==> src/rtl/pmod_dac_spi_receiver.sv <==
// SPI mode-0 responder for the PMOD DAC link: recovers 16-bit frames into an input
// register and moves them to a DAC register under LDAC_N, like the real device.
module pmod_dac_spi_receiver #(
    parameter int RESOLUTION  = 16,
    parameter int SYNC_STAGES = 2
) (
    input  logic                  clk,
    input  logic                  rst,
    input  logic                  spi_cs_n,
    input  logic                  spi_sclk,
    input  logic                  spi_din,
    input  logic                  spi_ldac_n,
    output logic [RESOLUTION-1:0] input_reg,
    output logic [RESOLUTION-1:0] dac_value,
    output logic                  frame_valid,
    output logic                  dac_update,
    output logic                  frame_err,
    output logic [7:0]            err_count,
    output logic                  busy,
    output logic [1:0]            dbg_state
);
    localparam int CNT_W = $clog2(RESOLUTION) + 1;

    localparam logic [1:0] ST_IDLE    = 2'd0;
    localparam logic [1:0] ST_RECEIVE = 2'd1;
    localparam logic [1:0] ST_OVERRUN = 2'd2;

    logic [SYNC_STAGES-1:0] cs_sync_q, cs_sync_d;
    logic [SYNC_STAGES-1:0] sclk_sync_q, sclk_sync_d;
    logic [SYNC_STAGES-1:0] din_sync_q, din_sync_d;
    logic [SYNC_STAGES-1:0] ldac_sync_q, ldac_sync_d;
    logic cs_hist_q, sclk_hist_q, ldac_hist_q;

    logic [1:0]            state_q, state_d;
    logic [RESOLUTION-1:0] shift_q, shift_d;
    logic [CNT_W-1:0]      cnt_q, cnt_d;
    logic [RESOLUTION-1:0] input_q, input_d;
    logic [RESOLUTION-1:0] dac_q, dac_d;
    logic [7:0]            err_q, err_d;
    logic                  fv_q, fv_d;
    logic                  du_q, du_d;
    logic                  fe_q, fe_d;

    logic cs_s, sclk_s, din_s, ldac_s;
    logic cs_fall, cs_rise, sclk_rise, ldac_fall, cnt_full;

    assign cs_s   = cs_sync_q[SYNC_STAGES-1];
    assign sclk_s = sclk_sync_q[SYNC_STAGES-1];
    assign din_s  = din_sync_q[SYNC_STAGES-1];
    assign ldac_s = ldac_sync_q[SYNC_STAGES-1];

    // Edges are taken between the last sync stage and its history flop only.
    assign cs_fall   = cs_hist_q & ~cs_s;
    assign cs_rise   = ~cs_hist_q & cs_s;
    assign sclk_rise = ~sclk_hist_q & sclk_s;
    assign ldac_fall = ldac_hist_q & ~ldac_s;
    assign cnt_full  = (cnt_q == CNT_W'(RESOLUTION));

    always_comb begin
        cs_sync_d   = {cs_sync_q[SYNC_STAGES-2:0], spi_cs_n};
        sclk_sync_d = {sclk_sync_q[SYNC_STAGES-2:0], spi_sclk};
        din_sync_d  = {din_sync_q[SYNC_STAGES-2:0], spi_din};
        ldac_sync_d = {ldac_sync_q[SYNC_STAGES-2:0], spi_ldac_n};
    end

    always_comb begin
        state_d = state_q;
        shift_d = shift_q;
        cnt_d   = cnt_q;
        input_d = input_q;
        dac_d   = dac_q;
        err_d   = err_q;
        fv_d    = 1'b0;
        du_d    = 1'b0;
        fe_d    = 1'b0;

        // LDAC load first so a coincident transparent load below wins.
        if (ldac_fall) begin
            dac_d = input_q;
            du_d  = 1'b1;
        end

        case (state_q)
            ST_IDLE: begin
                if (cs_fall) begin
                    shift_d = '0;
                    cnt_d   = '0;
                    state_d = ST_RECEIVE;
                end
            end
            ST_RECEIVE: begin
                if (cs_rise) begin
                    state_d = ST_IDLE;
                    if (cnt_full) begin
                        input_d = shift_q;
                        fv_d    = 1'b1;
                        if (!ldac_s) begin
                            dac_d = shift_q;
                            du_d  = 1'b1;
                        end
                    end else begin
                        fe_d = 1'b1;
                        if (err_q != 8'hFF) err_d = err_q + 8'd1;
                    end
                end else if (sclk_rise) begin
                    if (cnt_full) begin
                        state_d = ST_OVERRUN;
                    end else begin
                        shift_d = {shift_q[RESOLUTION-2:0], din_s};
                        cnt_d   = cnt_q + CNT_W'(1);
                    end
                end
            end
            ST_OVERRUN: begin
                if (cs_rise) begin
                    state_d = ST_IDLE;
                    fe_d    = 1'b1;
                    if (err_q != 8'hFF) err_d = err_q + 8'd1;
                end
            end
            default: state_d = ST_IDLE;
        endcase
    end

    always_ff @(posedge clk) begin
        if (!rst) begin
            cs_sync_q   <= '1;
            sclk_sync_q <= '1;
            din_sync_q  <= '0;
            ldac_sync_q <= '1;
            cs_hist_q   <= 1'b1;
            sclk_hist_q <= 1'b1;
            ldac_hist_q <= 1'b1;
            state_q     <= ST_IDLE;
            shift_q     <= '0;
            cnt_q       <= '0;
            input_q     <= '0;
            dac_q       <= '0;
            err_q       <= '0;
            fv_q        <= 1'b0;
            du_q        <= 1'b0;
            fe_q        <= 1'b0;
        end else begin
            cs_sync_q   <= cs_sync_d;
            sclk_sync_q <= sclk_sync_d;
            din_sync_q  <= din_sync_d;
            ldac_sync_q <= ldac_sync_d;
            cs_hist_q   <= cs_s;
            sclk_hist_q <= sclk_s;
            ldac_hist_q <= ldac_s;
            state_q     <= state_d;
            shift_q     <= shift_d;
            cnt_q       <= cnt_d;
            input_q     <= input_d;
            dac_q       <= dac_d;
            err_q       <= err_d;
            fv_q        <= fv_d;
            du_q        <= du_d;
            fe_q        <= fe_d;
        end
    end

    assign input_reg   = input_q;
    assign dac_value   = dac_q;
    assign frame_valid = fv_q;
    assign dac_update  = du_q;
    assign frame_err   = fe_q;
    assign err_count   = err_q;
    assign busy        = (state_q != ST_IDLE);
    assign dbg_state   = state_q;
endmodule

==> config.mk <==
export PLATFORM = sky130hd
export DESIGN_NAME = pmod_dac_spi_receiver
export DESIGN_NICKNAME = d
export VERILOG_FILES = /design/src/rtl/pmod_dac_spi_receiver.sv
export SDC_FILE = /design/constraint.sdc
export NUM_CORES = 1
export LEC_CHECK = 0
export CORE_UTILIZATION = 52
export CTS_CLUSTER_SIZE = 20
export DETAILED_ROUTE_END_ITERATION = 12
export PLACE_DENSITY = 0.76
export SYNTH_ARGS = -nofsm -noshare
export SYNTH_HDL_FRONTEND = slang
export SYNTH_SLANG_ARGS = --single-unit
==> constraint.sdc <==
create_clock -name clk -period 2.8 [get_ports clk]
set_clock_uncertainty 0.1 [all_clocks]
set_input_delay 0.56 -clock clk [delete_from_list [all_inputs] [get_ports clk]]
set_output_delay 0.56 -clock clk [all_outputs]
set_load 0.05 [all_outputs]
==> metrics.md, run 1 <==
| Metric | Value |
|---|---|
| CTS Buf Count | `9` |
| Synth Flop Type | `dfxtp_1` |
| Initial antenna violation count | `0` |
| Top cell type's share of synthesized area | `0.4938` |
| Hold-fix buffer count after cts | `0` |
| Yosys cell types | `41` |
| Max Slew Vio Count | `0` |
| Port bufs | `around 50` |
| Diodes inserted | `0` |
| GR Overflow Total | `0` |
| Post-Place Cells | `approximately 470` |
| Slew headroom | `0.4207` |
| Number of flops mapped to enable cells by yosys | `0` |
| Worst path max stage delay | `~0.8 ns` |
| Yosys warning count | `0` |
| # fillers | `444` |
| First-pass GRT wire length | `between 10 and 15 mm` |
| Initial core utilization | `0.5533` |
| Cell leakage power | `1.331 nW` |
| Final critical-path required period | `2.628 ns` |
| Hold Crit Class | `flip-flop to flip-flop` |
| Status | `completed` |
| Worst Hold Launch | `sclk_sync_q[0]` |
| Worst path arrival time | `roughly 2 ns` |
| RR Startpoint | `cnt_q[0]` |
| Ys async rst share | `0` |
| DRC errors left | `0` |
| Global placer's final weighted congestion | `~0.84` |
| Final #Nets | `approximately 420` |
| Antenna viol nets, final | `0` |
| Clock sinks | `just under 80` |
| Crit Path Max Fanout | `6` |
| Commonest non-fill, non-tap cell in the layout | `nand2_1` |
| Vias per std cell | `roughly 5.5` |
| Syn Inst Count | `360` |
| Area leader, netlist | `dfxtp_1` |
| CORE AREA | `5642 um2` |
| Final cell count without fillers | `485` |
| Crit share post-route | `0.9386` |
| Least-Margin Pin Slew | `~0.87 ns` |
| Clock slew at reported path FFs | `0.07 ns` |
| Layout area overhead | `25.05%` |
| Clock latency on the worst-skew pair | `0.34 ns` |
| Most used cell, CP | `inv_1` |
| CTS tree | `done` |
| Placed cell area | `3694 um2` |
| Mean routed wirelength per cell | `13.95 um` |
| Finish-stage setup viols | `0` |
| Die width | `79.48 um` |
| Drt pass-1 iters | `4` |
| Standard-cell row count | `27` |
| WP data required | `approximately 2.1 ns` |
| Detailed Route WL | `~6.8 mm` |
| Worst Setup SP | `dbg_state[0]` |
| DIE HEIGHT | `between 70 and 80 um` |
| Proportion of layout cells with a drive suffix above 1 | `0.06538` |
| Full die area | `~6300 um2` |
| CP Buf/Inv Count | `3` |
| Tot GR Track Use | `0.2276` |
| # IOs | `52` |
| Final Core Density | `0.6919` |
| Max-cap violation count | `0` |
| Root buffer cell | `clkbuf_8` |
| Seq/Total Area, Yosys | `0.4938` |
| Type of the worst setup path | `flip-flop to output pin` |
| Design Area, Final | `just under 4000 um2` |
| Pwr/cell area | `roughly 580 nW/um2` |
| Drt initial violations | `151` |
| # H-tree levels | `3` |
| Critical path, cell by cell | `inv_1 > ha_1 > inv_1 > clkdlybuf4s50_1` |
| HPWL after DPL | `4.562 mm` |
| Slowest CP cell | `clkdlybuf4s50_1` |
| RSZ-0062 raised after global routing | `false` |
| Register bit total from synthesis | `77` |
| Clock Tree Buf Depth | `2` |
| Synthesized area per cell | `approximately 8.7 um2` |
| Synth top area cells | `dfxtp_1 (49%), nand2_1 (10%), mux2i_1 (5.8%), a21oi_1 (4.8%), ha_1 (2.8%)` |
| Synthesized area | `~3100 um2` |
| Vias in the first global route | `around 2400` |
| Via Count | `around 2600` |
| Endpoint class of the critical path | `output pin` |
| Setup_tns | `0 ns` |
| Post-CTS Setup Repair Bufs | `0` |
| Most frequent cells in the layout | `nand2_1 (84), dfxtp_1 (77), clkdlybuf4s50_1 (51)` |
| CP startpoint kind | `flip-flop` |
| Syn nets | `373` |
| Final count of hold timing violations | `0` |
| Max Clk Rate | `0.3805 GHz` |
| Pin count of the biggest net entering global routing | `24` |
| Resize count post-CTS | `0` |
| VDD IR-drop max | `about 0.57 mV` |
| CP top delay family | `buffers and inverters` |
-- per-stage QoR --
step	setup slack (ns)	hold slack, ns	total power, mW
floorplan	0.4516	0.2863	1.369
global placement	0.5908	0.2884	1.435
detailed placement	0.5470	0.2971	1.442
CTS	0.1401	0.3147	2.296
global route	0.08184	0.3329	2.378
finish	0.1719	0.3111	2.272
-- layer usage --
layer	global-route usage	share of wire	vias up
met5	0	0	-
met1	0.2804	0.46	1220
met2	0.3821	0.48	68
met4	0.08545	0.013	0
met3	0.05486	0.047	10
li1	-	-	1350
-- power breakdown --
| group | leakage (nW) | switching [mW] | internal (mW) |
|---|---|---|---|
| sequential | 0.623 | 0.0152 | 1.11 |
| clock | 0.112 | 0.376 | 0.480 |
| combinational | 0.596 | 0.183 | 0.106 |
| total | 1.33 | 0.574 | 1.70 |
-- path summary, 6_finish.rpt --
path | end | slack (ns) | cells after the start
setup reg to reg | err_count[7] | 0.53 | 7
setup / recovery | busy | 0.17 | 4
hold / removal | sclk_sync_q[1] | 0.31 | 1
hold reg to reg | sclk_sync_q[1] | 0.31 | 1
-- layout make-up --
cell class,instances,area (um2),area share
clock inverter,4,45.04,0.01154
sequential,77,1541,0.3949
inverter,10,37.54,0.009615
multi-input combinational,252,1461,0.3744
clock buffer,12,165.2,0.04231
tap,72,90.09,0.02308
timing repair buffer,58,563.0,0.1442
-- worst register-to-register path, cell delays in order, from the launching register on --
cell      delay (ns)
dfxtp_1         0.35
inv_1           0.08
ha_1            0.20
nor4bb_1        0.14
buf_4           0.17
a211o_1         0.46
or4_1           0.56
a21oi_1         0.14
-- cell families after synthesis --
| family | Yosys count | share of synthesized area |
|---|---|---|
| fa+ha+maj | 7 | 0.02805 |
| compound gates | 71 | 0.1435 |
| mux | 18 | 0.05771 |
| buf+inv | 31 | 0.03968 |
| flops | 77 | 0.4938 |
| simple gates | 156 | 0.2373 |
-- cell usage after synthesis (all sizes together) (7+ instances only) --
master / instances
a21oi: 30
a311oi: 8
a31oi: 7
buf: 7
clkbuf: 14
dfxtp: 77
ha: 7
inv: 10
mux2i: 18
nand2: 85
nand2b: 12
nand3: 12
nand3b: 7
nor2: 16
o21ai: 12
or3: 7
No activity file was read; power rests on OpenSTA's default activity.
==> inputs of run 2 (changes only) <==
Settings changed: MAX_ROUTING_LAYER set to met4.
==> run 2 against run 1 <==
Compared with the run above:
- wire length down 0.86%
- total power barely moved
- non-clock buffer count unchanged
- utilization did not move
- worst setup slack worse by 0.0012 ns
- register-to-register slack is essentially flat
- clock-buffer cell count is the same
- critical path type unchanged
==> metrics.md, run 2 (synthesis gave the netlist of run 1 again) <==
| Metric | Value |
|---|---|
| CORE AREA | `roughly 5600 um2` |
| Crit Path Max Fanout | `6` |
| Crit share post-route | `0.9390` |
| Global placer's final weighted congestion | `about 0.86` |
| Hold-fix buffer count after cts | `0` |
| Root buffer cell | `clkbuf_8` |
| CTS Buf Count | `9` |
| Final count of hold timing violations | `0` |
| Post-route total power | `~2.3 mW` |
| Hold Crit Class | `flip-flop to flip-flop` |
| Diodes inserted | `0` |
| Tot GR Track Use | `0.2342` |
| Worst path arrival time | `slightly below 2 ns` |
| Design Area, Final | `3904 um2` |
| Antenna viol nets, final | `0` |
| Setup_tns | `0 ns` |
| Max-cap violation count | `0` |
| Standard-cell row count | `27` |
| Multi-input logic area | `about 1500 um2` |
| DIE HEIGHT | `between 70 and 80 um` |
| DRC errors left | `0` |
| Most frequent cells in the layout | `nand2_1 (84), dfxtp_1 (77), clkdlybuf4s50_1 (51)` |
| Worst setup slack after layout | `around 0.17 ns` |
| Mean routed wirelength per cell | `13.84 um` |
| Max Slew Vio Count | `0` |
| Endpoint class of the critical path | `output pin` |
| Final #Nets | `about 420` |
| Type of the worst setup path | `flip-flop to output pin` |
| Clock latency on the worst-skew pair | `0.34 ns` |
| Resize count post-CTS | `0` |
| # fillers | `approximately 440` |
| VDD IR-drop max | `between 0.5 and 0.6 mV` |
| # IOs | `between 50 and 60` |
| Pre-CTS setup slack | `0.5470 ns` |
| Finish-stage setup viols | `0` |
| Placed cell area | `approximately 3700 um2` |
| CP startpoint kind | `flip-flop` |
| Clock sinks | `77` |
| Status | `completed` |
| Commonest non-fill, non-tap cell in the layout | `nand2_1` |
| Detailed Route WL | `roughly 6.7 mm` |
| Via Count | `2637` |
| Initial core utilization | `0.5533` |
| Initial antenna violation count | `0` |
| Layout area overhead | `25.05%` |
| Full die area | `about 6300 um2` |
| FF+latch area | `about 1500 um2` |
| Proportion of layout cells with a drive suffix above 1 | `0.06538` |
| Final critical-path required period | `2.629 ns` |
| HPWL after DPL | `4.562 mm` |
| Max Clk Rate | `approximately 0.38 GHz` |
| Least-Margin Pin Slew | `slightly above 0.8 ns` |
| # H-tree levels | `3` |
| WP data required | `2.14 ns` |
| Cell leakage power | `1.331 nW` |
| CTS tree | `done` |
| Die width | `79.48 um` |
| RSZ-0062 raised after global routing | `false` |
| Vias in the first global route | `2422` |
| Pwr/cell area | `581.9 nW/um2` |
| Port bufs | `51` |
| Pin count of the biggest net entering global routing | `24` |
| Vias per std cell | `5.437` |
| GR Overflow Total | `0` |
| Post-CTS Setup Repair Bufs | `0` |
| Drt initial violations | `around 150` |
| Clock Tree Buf Depth | `2` |
| First-pass GRT wire length | `between 10 and 15 mm` |
| Clock slew at reported path FFs | `around 0.070 ns` |
| Drt pass-1 iters | `4` |
| Slew headroom | `0.4446` |
==> run 2: cell counts in the layout (fill, tap and decap cells not counted) <==
No cell type changed its count.
==> run 2: final cells by class <==
| type | count | share of cell area |
|---|---|---|
| sequential | 77 | 0.3949 |
| multi-input combinational | 252 | 0.3744 |
| timing repair buffer | 58 | 0.1442 |
| clock buffer | 12 | 0.04231 |
| tap | 72 | 0.02308 |
| clock inverter | 4 | 0.01154 |
| inverter | 10 | 0.009615 |
==> run 2: worst max-delay path, cell delays in order, from the launching register on <==
cell and delay [ns]:
dfxtp_1 0.40, inv_1 0.10, ha_1 0.26, inv_1 0.08
clkdlybuf4s50_1 0.79
==> run 2: report_power, final <==
part | switching [mW] | internal [mW]
Combinational | 0.184 | 0.106
Sequential | 0.0152 | 1.11
Clock | 0.374 | 0.480
==> run 2: per-layer routing <==
metal,up-vias,track usage,share of wire
li1,1350,-,-
met1,1209,0.2818,0.46
met2,70,0.3821,0.48
met3,8,0.05371,0.052
met4,0,0.08545,0.011
met5,-,-,0
==> run 2: worst paths after layout <==
path | depth (start not counted) | end | slack (ns) | start
max | 4 | busy | 0.17 | dbg_state[1]
min | 1 | sclk_sync_q[1] | 0.31 | sclk_sync_q[0]
max reg2reg | 7 | err_count[7] | 0.53 | cnt_q[0]
min reg2reg | 1 | sclk_sync_q[1] | 0.31 | sclk_sync_q[0]
==> run 2: stage by stage <==
| stage | util | cells | hold slack [ns] |
|---|---|---|---|
| after floorplan | - | 360 | 0.2863 |
| after global routing | 0.6919 | 485 | 0.3329 |
| after global placement | 0.6547 | 469 | 0.2884 |
| after CTS | 0.6919 | 485 | 0.3147 |
| after detailed placement | 0.6547 | 469 | 0.2971 |
| final | 0.6919 | 485 | 0.3109 |
